$ cat src/rtl/pwm_seq_ctrl.sv
// pwm_seq_ctrl: steps pwm_core's compare register through a small table,
// holding each entry for a programmable number of PWM periods, and owns the
// core's enable/run/double-buffer-update controls. All outputs are registered.
module pwm_seq_ctrl #(
    parameter int         DEPTH    = 8,
    parameter logic [1:0] CMP_ADDR = 2'b01,
    localparam int        IW       = $clog2(DEPTH)
) (
    input  logic          mclk,
    input  logic          h_reset,
    input  logic          tbl_we,
    input  logic [IW-1:0] tbl_waddr,
    input  logic [31:0]   tbl_wdata,
    input  logic          seq_start,
    input  logic          seq_stop,
    input  logic [IW-1:0] seq_len,
    input  logic [7:0]    seq_repeat,
    input  logic          seq_loop,
    input  logic          pwm_ovflow,
    output logic          m_reg_cs,
    output logic          m_reg_wr,
    output logic [1:0]    m_reg_addr,
    output logic [31:0]   m_reg_wdata,
    output logic [3:0]    m_reg_be,
    input  logic          m_reg_ack,
    output logic          cfg_pwm_enb,
    output logic          cfg_pwm_run,
    output logic          cfg_pwm_dupdate,
    output logic          seq_busy,
    output logic [IW-1:0] seq_idx,
    output logic          seq_done
);

    typedef enum logic [1:0] {IDLE, LOAD, WAIT, STOP} state_t;

    localparam logic [IW-1:0] IDX_ONE = 1;

    state_t        state, state_nxt;
    logic [31:0]   tbl [DEPTH];
    logic [7:0]    cnt, cnt_nxt;
    logic [IW-1:0] idx_nxt;
    logic          done_nxt;
    logic          cs_nxt;
    logic          run_nxt;
    logic [31:0]   wdata_nxt;

    // Step table; writable at any time, a loaded entry only changes its next load.
    always_ff @(posedge mclk or posedge h_reset) begin
        if (h_reset) begin
            for (int i = 0; i < DEPTH; i++) tbl[i] <= '0;
        end else if (tbl_we) begin
            tbl[tbl_waddr] <= tbl_wdata;
        end
    end

    // State register plus the registered copies of every output.
    always_ff @(posedge mclk or posedge h_reset) begin
        if (h_reset) begin
            state           <= IDLE;
            cnt             <= '0;
            seq_idx         <= '0;
            seq_done        <= 1'b0;
            seq_busy        <= 1'b0;
            m_reg_cs        <= 1'b0;
            m_reg_wr        <= 1'b0;
            m_reg_addr      <= 2'b00;
            m_reg_wdata     <= '0;
            m_reg_be        <= 4'h0;
            cfg_pwm_enb     <= 1'b0;
            cfg_pwm_run     <= 1'b0;
            cfg_pwm_dupdate <= 1'b0;
        end else begin
            state           <= state_nxt;
            cnt             <= cnt_nxt;
            seq_idx         <= idx_nxt;
            seq_done        <= done_nxt;
            seq_busy        <= (state_nxt != IDLE);
            m_reg_cs        <= cs_nxt;
            m_reg_wr        <= cs_nxt;
            m_reg_addr      <= cs_nxt ? CMP_ADDR : 2'b00;
            m_reg_wdata     <= wdata_nxt;
            m_reg_be        <= cs_nxt ? 4'hF : 4'h0;
            cfg_pwm_enb     <= run_nxt;
            cfg_pwm_run     <= run_nxt;
            cfg_pwm_dupdate <= cs_nxt;
        end
    end

    // Next-state logic; seq_stop outranks start, ack and ovflow.
    always_comb begin
        state_nxt = state;
        idx_nxt   = seq_idx;
        cnt_nxt   = cnt;
        done_nxt  = 1'b0;
        case (state)
            IDLE: begin
                if (seq_start && !seq_stop) begin
                    state_nxt = LOAD;
                    idx_nxt   = '0;
                    cnt_nxt   = '0;
                end
            end
            LOAD: begin
                // An ack coinciding with stop still completes the bus cycle.
                if (m_reg_ack) begin
                    state_nxt = seq_stop ? IDLE : WAIT;
                    cnt_nxt   = '0;
                end else if (seq_stop) begin
                    state_nxt = STOP;
                end
            end
            WAIT: begin
                if (seq_stop) begin
                    state_nxt = IDLE;
                end else if (pwm_ovflow) begin
                    if (cnt != seq_repeat) begin
                        cnt_nxt = cnt + 8'd1;
                    end else if (seq_idx != seq_len) begin
                        idx_nxt   = seq_idx + IDX_ONE;
                        state_nxt = LOAD;
                    end else if (seq_loop) begin
                        idx_nxt   = '0;
                        state_nxt = LOAD;
                    end else begin
                        done_nxt  = 1'b1;
                        state_nxt = IDLE;
                    end
                end
            end
            STOP: begin
                if (m_reg_ack) state_nxt = IDLE;
            end
            default: state_nxt = IDLE;
        endcase
    end

    // Output next values: bus request spans LOAD/STOP, run latches on the first ack.
    always_comb begin
        cs_nxt    = (state_nxt == LOAD) || (state_nxt == STOP);
        wdata_nxt = m_reg_wdata;
        if (state_nxt == LOAD && state != LOAD) wdata_nxt = tbl[idx_nxt];
        run_nxt = cfg_pwm_run;
        if (state_nxt == IDLE)                        run_nxt = 1'b0;
        else if (state == LOAD && state_nxt == WAIT)  run_nxt = 1'b1;
    end

endmodule

$ cat config.mk
export PLATFORM = sky130hd
export DESIGN_NAME = pwm_seq_ctrl
export DESIGN_NICKNAME = d
export VERILOG_FILES = /design/src/rtl/pwm_seq_ctrl.sv
export SDC_FILE = /design/constraint.sdc
export NUM_CORES = 1
export LEC_CHECK = 0
export BUFFER_PORTS_ARGS = -buffer_cell sky130_fd_sc_hd__buf_2
export CAP_MARGIN = 20
export CORE_MARGIN = 2
export CORE_UTILIZATION = 46
export DETAILED_ROUTE_END_ITERATION = 8
export GPL_ROUTABILITY_DRIVEN = 0
export PLACE_DENSITY = 0.75
export SLEW_MARGIN = 20
export SYNTH_ARGS = -nofsm -noshare
export SYNTH_HDL_FRONTEND = slang
export SYNTH_SLANG_ARGS = --single-unit
$ cat constraint.sdc
create_clock -name mclk -period 31.3 [get_ports mclk]
set_input_delay 6.26 -clock mclk [delete_from_list [all_inputs] [get_ports mclk]]
set_output_delay 6.26 -clock mclk [all_outputs]
set_load 0.005 [all_outputs]
==> flow_metrics.tcl <==
set metrics [dict create \
    status "finished, final reports clean" \
    cp_common_cell "buf_4" \
    drive_above_1_share 0.358 \
    instances_no_fill 1623 \
    grt-ovfl-total 0 \
    hold_buffers 0 \
    cts_tree "built" \
    syn_nets 1191 \
    die_area_um2 31000 \
    grt_pass1_wl_um 50100 \
    area_growth_pct 14.0 \
    ant_nets 0 \
    ys_seq_elements 305 \
    synth.distinct_cells 42 \
    num_vias 9196 \
    synth_edf_count 0 \
    numPortBuffers 100 \
    synth.top_cell.area_share 0.560 \
    cts_root_buf "clkbuf_16" \
    via_per_inst 5.67 \
    cts_setup_buffers 0 \
    placementRows 63 \
    cts_made_buffers 31 \
    clockBufferDepth 3 \
    yosys_warnings 0 \
    synth_area_leader_cell "dfrtp_1" \
    period_needed_ns 9.72 \
    track_usage 0.203 \
    ctsResizeCount 0 \
    cp-start-kind "input pin" \
    finClkSkew_ns 0.0156 \
    synth_cells 1135 \
    critPathBufInv 4 \
    synthArstFlopShare 1.00 \
    syn_area_per_cell_um2 12.0 \
    first_iter_violations 716 \
    place_ws_ns 21.05 \
    dp_cells 1565 \
    required_ns 31.76 \
    synth-seq-area-share 0.560 \
    synthTopCellsByArea "dfrtp_1, mux2_2, nand2_1, mux2i_1, a32oi_1" \
    ys_top_cells_by_count "dfrtp_1, mux2_2, nand2_1, nor2_1, clkbuf_1" \
    nets 1264 \
    crit_slowest_cell "clkinv_2" \
    finalWorstSetupSlack_ns 21.58 \
    synth_area_um2 13600 \
    critical-path-top-delay-family "buffers and inverters" \
    worst-slew-pin-transition_ns 0.982 \
    cp_max_fo 62 \
    path_class "input pin to register" \
    antenna_found_initial 0 \
    rrSetupSlack_ns 26.95 \
    final_hold_viol_count 0 \
    htree_num_levels 1 \
    clock-sinks 305 \
    maxSlewViolCount 0 \
    setup_viol 0 \
    initial_utilization 0.463 \
    synth-main-ff-cell "dfrtp_1" \
    worstPathCellList "buf_2 > xor2_1 > nor4_2 > a31oi_2 > a211oi_4 > buf_4 > clkinv_2 > buf_4 > mux2i_1 > a32oi_1 > and3_1" \
    worst_skew_pair.late_latency_ns 0.56 \
    worstHoldPathType "register to register" \
    irDropWorstVdd_uv 41.9 \
    drt-total-wl_um 31300 \
    dp_hpwl_um 17100 \
    boundaryPins 102 \
    grt_pass1_vias 9082 \
    p_per_area_nw_per_um2 70.9 \
    die_w_um 176 \
    die_h_um 176 \
    drv_cap 0 \
    drt-pass1-iter-count 5 \
    fmax_mhz 103 \
    max_stage_delay_ns 0.75 \
    grt_max_degree 179 \
    yosysMostFrequentCell "dfrtp_1" \
    drc 0 \
    num-fill-cells 2473 \
    core_um2 29400 \
    power.leakage_nw 6.91 \
    antenna_cells 0 \
    setup_tns_ns 0 \
    critPathCaptureType "register" \
    arrival_ns 10.17 \
    relSlewSlack 0.345 \
    path_clk_slew_ns 0.06 \
    rsz0062_at_grt "false" \
    wl_per_cell_um 19.3 \
    period_share 0.310 \
]
-- where the power goes --
part	switching (mW)	leakage, nW	internal [mW]
sequential	0.0505	3.67	0.486
combinational	0.0813	2.70	0.101
clock	0.154	0.534	0.228
-- worst reg2reg max path: stages, from the launching register on --
cell and delay, ns:
dfrtp_1 0.44, xor2_1 0.20, nor4_2 0.44, a31oi_2 0.31, a211oi_4 0.30, buf_4 0.58, clkinv_2 0.78, buf_4 0.61
mux2i_1 0.27, a32oi_1 0.09, and3_1 0.23
-- metal layers --
layer | up-vias | track usage | wire (um)
li1 | 4134 | - | -
met1 | 4746 | 0.295 | 13900
met2 | 267 | 0.325 | 14800
met3 | 49 | 0.0271 | 2030
met4 | 0 | 0.0479 | 578
met5 | - | 0 | 0
-- state kept, by name (all words and copies together), names as in the netlist --
name and flops:
seq_done 1, tbl 256, m_reg_wdata 32, cfg_pwm_run 1
seq_idx 3, seq_busy 1, m_reg_be 1, state 2
cnt 8
-- final cells by class --
class                           instances  area, um2  share of cell area
Clock inverter                         13        158              0.0101
Tap cell                              390        488              0.0314
Inverter                                5       27.5             0.00177
Clock buffer                           45        918              0.0591
Multi-Input combinational cell        748       5650               0.364
Timing Repair Buffer                  117        661              0.0425
Sequential cell                       305       7630               0.491
-- final timing paths --
path | cells after the start | startpoint | endpoint
hold / removal | 1 | tbl[128] | tbl[128]
max in group asynchronous | 3 | h_reset | tbl[125]
min in group asynchronous | 2 | h_reset | tbl[47]
setup / recovery | 11 | seq_repeat[3] | m_reg_wdata[13]
hold reg to reg | 1 | tbl[128] | tbl[128]
setup reg to reg | 10 | cnt[3] | m_reg_wdata[13]
-- layout by cell type, fill, tap and decap left out, drive strengths merged, types with 3 or more instances in the layout --
cell    count
dfrtp     305
mux2      256
nand2     202
buf       117
clkbuf     45
nor2       44
nand3      38
a31oi      35
and3       33
mux2i      32
a32oi      32
o21ai      12
clkinv      9
xor2        8
xnor2       6
nor3        6
nor4        6
inv         5
nor2b       4
nor3b       4
nand4b      3
nand2b      3
a21oi       3
and2        3
bufinv      3
-- cell families after synthesis --
logic type                 count (synthesis)  share of synthesized area
DFF                                      305                      0.560
and+or+nand+nor                          354                      0.118
AOI/OAI and AO/OA                         89                     0.0476
other                                      1                   0.000275
muxes                                    288                      0.235
xor gates and xnor gates                  14                    0.00900
adders and majority gates                  2                    0.00184
buffers and inverters                     82                     0.0284
-- metrics by stage --
stage / hold WS, ns / total power, mW / instance area [um2] / utilization
2_1_floorplan: 0.477 / 0.660 / 13600 / -
3_3_place_gp: 0.486 / 0.714 / 14400 / 0.491
3_5_place_dp: 0.492 / 0.726 / 14500 / 0.492
4_1_cts: 0.506 / 1.11 / 15500 / 0.528
5_1_grt: 0.517 / 1.16 / 15500 / 0.528
6_report: 0.503 / 1.10 / 15500 / 0.528
No activity file was read; power rests on OpenSTA's default activity.
